==> src/rtl/wb_stage.sv <==
// rtl/wb_stage.sv - MEM/WB pipeline register with load extraction and writeback select
//
// Captures MEM-stage results on the rising edge (flush > stall > advance) and
// presents the register-file write port one cycle later. All wb_* outputs are
// functions of registered state only, so they settle long before the register
// file samples them on the falling edge.
//
// Ports:
//   clk, rst          rising-edge clock, asynchronous active-low reset
//   stall, flush      hold / invalidate the entry being captured
//   mem_*             MEM-stage valid, reg_write, rd, wb_sel, funct3,
//                     alu_result (also load address), pc_plus4, load_data
//   instret           retired-instruction counter (only with WB_RETIRE_CNT_EN)
//   wb_valid          WB entry valid
//   wb_reg_write      register file write enable (x0 writes suppressed)
//   wb_rd             register file destination index
//   wb_data           register file write data and forwarding value
//
// Optional feature macro: WB_RETIRE_CNT_EN (adds the 64-bit instret counter).

module wb_stage #(
  parameter int XLEN       = 32,
  parameter int REG_ADDR_W = 5
) (
  input  logic                  clk,
  input  logic                  rst,
  input  logic                  stall,
  input  logic                  flush,
  input  logic                  mem_valid,
  input  logic                  mem_reg_write,
  input  logic [REG_ADDR_W-1:0] mem_rd,
  input  logic [1:0]            mem_wb_sel,
  input  logic [2:0]            mem_funct3,
  input  logic [XLEN-1:0]       mem_alu_result,
  input  logic [XLEN-1:0]       mem_pc_plus4,
  input  logic [XLEN-1:0]       mem_load_data,
`ifdef WB_RETIRE_CNT_EN
  output logic [63:0]           instret,
`endif
  output logic                  wb_valid,
  output logic                  wb_reg_write,
  output logic [REG_ADDR_W-1:0] wb_rd,
  output logic [XLEN-1:0]       wb_data
);

  logic                  r_valid;
  logic                  r_reg_write;
  logic [REG_ADDR_W-1:0] r_rd;
  logic [1:0]            r_wb_sel;
  logic [2:0]            r_funct3;
  logic [XLEN-1:0]       r_alu_result;
  logic [XLEN-1:0]       r_pc_plus4;
  logic [XLEN-1:0]       r_load_data;

  logic [7:0]            w_byte;
  logic [15:0]           w_half;
  logic [XLEN-1:0]       w_load_val;
  logic [XLEN-1:0]       w_sel_data;

  always_ff @(posedge clk or negedge rst) begin
    if (!rst) begin
      r_valid      <= 1'b0;
      r_reg_write  <= 1'b0;
      r_rd         <= '0;
      r_wb_sel     <= 2'b00;
      r_funct3     <= 3'b000;
      r_alu_result <= '0;
      r_pc_plus4   <= '0;
      r_load_data  <= '0;
    end else if (flush) begin
      // Payload fields are don't-care once invalid; only the write controls
      // are cleared so nothing downstream can mistake the bubble for a write.
      r_valid     <= 1'b0;
      r_reg_write <= 1'b0;
      r_rd        <= '0;
    end else if (!stall) begin
      r_valid      <= mem_valid;
      r_reg_write  <= mem_reg_write;
      r_rd         <= mem_rd;
      r_wb_sel     <= mem_wb_sel;
      r_funct3     <= mem_funct3;
      r_alu_result <= mem_alu_result;
      r_pc_plus4   <= mem_pc_plus4;
      r_load_data  <= mem_load_data;
    end
  end

`ifdef WB_RETIRE_CNT_EN
  logic [63:0] r_instret;

  // Counts only real advances, so a stalled entry is never counted twice.
  always_ff @(posedge clk or negedge rst) begin
    if (!rst) begin
      r_instret <= 64'd0;
    end else if (!flush && !stall && mem_valid) begin
      r_instret <= r_instret + 64'd1;
    end
  end

  assign instret = r_instret;
`endif

  // Low address bits pick the lane; halfword loads ignore bit 0.
  assign w_byte = r_load_data[{r_alu_result[1:0], 3'b000} +: 8];
  assign w_half = r_load_data[{r_alu_result[1], 4'b0000} +: 16];

  always_comb begin
    w_load_val = r_load_data;
    case (r_funct3)
      3'b000:  w_load_val = {{(XLEN-8){w_byte[7]}}, w_byte};
      3'b100:  w_load_val = {{(XLEN-8){1'b0}}, w_byte};
      3'b001:  w_load_val = {{(XLEN-16){w_half[15]}}, w_half};
      3'b101:  w_load_val = {{(XLEN-16){1'b0}}, w_half};
      default: w_load_val = r_load_data;
    endcase
  end

  always_comb begin
    w_sel_data = '0;
    case (r_wb_sel)
      2'b00:   w_sel_data = r_alu_result;
      2'b01:   w_sel_data = w_load_val;
      2'b10:   w_sel_data = r_pc_plus4;
      default: w_sel_data = '0;
    endcase
  end

  assign wb_valid     = r_valid;
  assign wb_reg_write = r_valid & r_reg_write & (r_rd != '0);
  assign wb_rd        = r_rd;
  assign wb_data      = r_valid ? w_sel_data : '0;

endmodule

==> config.mk <==
export PLATFORM = sky130hd
export DESIGN_NAME = wb_stage
export DESIGN_NICKNAME = d
export VERILOG_FILES = /design/src/rtl/wb_stage.sv
export SDC_FILE = /design/constraint.sdc
export NUM_CORES = 1
export LEC_CHECK = 0
export ABC_AREA = 1
export CORE_ASPECT_RATIO = 0.6
export CORE_MARGIN = 3
export CORE_UTILIZATION = 49
export DETAILED_ROUTE_END_ITERATION = 10
export HOLD_SLACK_MARGIN = 0.02
export PLACE_DENSITY = 0.82
export SYNTH_ARGS = -nofsm -noshare
export SYNTH_HDL_FRONTEND = slang
export SYNTH_SLANG_ARGS = --single-unit
==> constraint.sdc <==
create_clock -name clk -period 1.8 [get_ports clk]
set_clock_uncertainty 0.1 [all_clocks]
set_input_delay 0.18 -clock clk [delete_from_list [all_inputs] [get_ports clk]]
set_output_delay 0.18 -clock clk [all_outputs]
set_load 0.05 [all_outputs]
==> run summary <==
worst skew pair latency = 0.34 ns
M1 GR Usage = 0.4206
Syn Nets = 823
CTS Root Cell = clkbuf_16
met2 GRT Util = 0.4178
diode count = 0
Yosys warning count = 0
fin util = 0.7739
H-tree depth = 3
Final ANT Viol Nets = 0
total power draw = 7.311 mW
Fillers = 781
max cap viols = 0
cell-by-cell trace of the critical path = inv_4, nand3_1, nand2_2, nand2_4, nand3_4, buf_12, nand2_2, a21oi_2, buf_6
clk buf depth = 2
Synth Register Bits = 108
fraction of layout cells with a size suffix above 1 = 0.2390
period utilization = 1.167
drt wl/cell = 17.05 microns
Tightest Pin Transition = 0.5053 ns
Final HPWL DP = 12810 microns
maximum vdd drop = 540.0 uV
failing checks = negative setup slack
Mapped Area = 5484 sq um
first-pass iteration count of the detailed router = 5
Initial Util = 0.5106
largest net degree at the start of global routing = 45
drc violations = 0
post-layout min period = 2.101 ns
dpl ws = -0.09235 ns
grt ovf = 0
first-pass GRT wire length = 27500 microns
final WL = 17430 microns
M3 GR Usage = 0.06929
worst min path class = in2async
nets@finish = 990
CP most frequent cell = nand2_2
Pleak = 3.732 nW
Setup Crit Path Kind = reg2out
die height = 87.95 microns
cell count after synthesis = 711
Arrival @ worst endpoint = 1.82 ns
Syn Area/Cell = 7.713 sq um
CP endpoint kind = primary output
CTS tree = yes
First DRT Iteration DRCs = 496
Final Hold Fails = 0
RSZ-0062 raised after global routing = true
num rows = 29
FMAX = 0.4760 GHz
final setup vio count = 32
Distinct cells, synth = 28
GRT busiest layer = met1
die footprint = 12540 sq um
sequential area share after synthesis = 0.4928
area grow syn2layout = 51.56%
crit path max-delay cell type = dfrtp_2
TritonCTS buffer count = 9
Max-Slew Margin vs Limit = 0.6626
status = finished with violations
Clk pin slew, worst setup/hold paths = 0.07 ns
Worst Path Buf+Inv = 3
vias in the first global route = 5438
DR vias = 5413
Worst path max stage delay = 0.49 ns
family with the most delay on the worst path = flip-flops
Slew Limit Fails = 0
io pins = 151
Non-Filler Instances = 1022
Req. time, crit path = 1.52 ns
port bufs = 150
die width = 142.6 microns
gr usage total = 0.2809
Final Wtd Congestion = 0.9248
Clock Sinks = 108
dpl cells = 997
initial antenna violation count = 0
Power Dens Cells = 879.6 nW/um^2
final worst slack = -0.3008 ns
crit path launch type = register
core area = 10740 sq um
CP max FO = 10
via/cell ratio = 5.296
[final cells by class]
class / count / area (sq um) / share of cell area
clock buffer: 11 / 232.7 / 0.02800
inverter: 133 / 509.2 / 0.06127
multi-input combinational: 429 / 2436 / 0.2931
timing repair buffer: 197 / 2168 / 0.2609
clock inverter: 5 / 83.83 / 0.01009
sequential: 108 / 2708 / 0.3258
tap: 139 / 173.9 / 0.02092
[through the flow]
step	hold WS [ns]	TNS [ns]	area (sq um)
3_5_place_dp	0.01110	-0.9107	7562
3_3_place_gp	0.008528	-1.322	7562
4_1_cts	0.1908	-8.465	8174
5_1_grt	0.2021	-11.65	8312
6_report	0.1903	-8.563	8312
2_1_floorplan	-0.2156	-0.5704	5623
[layer usage]
layer,share of wire,wire length (microns),vias to the layer above
met2,0.43,7460,246
li1,-,-,2596
met4,0.012,208,0
met5,0,0,-
met1,0.47,8113,2549
met3,0.094,1645,22
[power breakdown]
part	switching, mW	leakage (nW)	internal, mW
sequential	0.132	1.33	2.72
clock	0.875	0.146	1.23
combinational	1.39	2.26	0.965
[worst register-to-register path, cell delays in order, from the launching register on]
cell and delay (ns):
dfrtp_2 0.43, inv_2 0.07, buf_12 0.28, o21ai_0 0.14
[state kept, by name, indices dropped and copies added (netlist names)]
name          count
wb_rd             5
r_reg_write       1
wb_valid          1
r_wb_sel          2
r_funct3          3
r_load_data      32
r_alu_result     32
r_pc_plus4       32
[cell usage after synthesis]
master / number / area (sq um)
nand2_4: 2 / 22.52
nand3_4: 1 / 17.52
buf_6: 2 / 22.52
inv_2: 3 / 11.26
nand2_2: 12 / 75.07
nor2_1: 6 / 22.52
buf_1: 2 / 7.510
nor3_1: 1 / 5.000
dfrtp_1: 108 / 2703
a31oi_1: 5 / 31.28
nand4_1: 1 / 6.260
inv_1: 128 / 480.5
inv_6: 1 / 8.760
o311ai_0: 1 / 8.760
o22ai_1: 33 / 206.5
nor2_4: 1 / 11.26
a21oi_1: 53 / 265.3
o21ai_1: 3 / 15.01
clkbuf_1: 21 / 78.83
nand2_1: 176 / 660.6
a21oi_2: 10 / 87.58
nor2_2: 2 / 12.51
nand3_1: 8 / 40.04
buf_2: 15 / 75.07
inv_4: 1 / 6.260
buf_12: 1 / 20.02
o21ai_0: 109 / 545.5
o211ai_1: 5 / 37.54
[logic make-up after synthesis]
family	Yosys count	synth area share
AO/OA/AOI/OAI	219	0.2183
buffers and inverters	174	0.1296
flip-flops	108	0.4928
AND/OR/NAND/NOR	210	0.1593
[worst paths after layout]
check / start / to / slack, ns / cells past startpoint
worst max register to register: wb_valid / wb_valid / 0.65 / 3
max in group asynchronous: rst / r_funct3[1] / 0.88 / 3
worst min-delay path: rst / r_pc_plus4[2] / 0.19 / 2
worst max-delay path: r_alu_result[1] / wb_data[19] / -0.30 / 9
min in group clk: mem_rd[1] / wb_rd[1] / 0.27 / 3
worst min register to register: r_load_data[5] / r_load_data[5] / 0.40 / 2
[repair_timing]
action,CTS,global route
setup endpoints to repair,32,34
pin swaps,16,27
gates cloned,1,0
endpoints found under the hold margin,108,0
buffers inserted,7,1
hold buffers,1,0
resized for setup,64,38
[cells in the final DEF (no fill, tap or decap), types with 7 or more instances in the layout]
cell             netlist  final
a21oi_1               53     24
a21oi_2               10     28
a21oi_4                0     11
buf_12                 1     23
buf_4                  0     37
buf_6                  2     23
clkbuf_16              0      9
clkdlybuf4s50_1        0    110
dfrtp_1              108    104
inv_1                128    122
inv_2                  3      8
nand2_1              176    154
nand2_2               12     29
nand2_4                2      7
o21ai_0              109    100
o21ai_1                3      7
o22ai_1               33     32
Power figures use the tool's default switching activity.
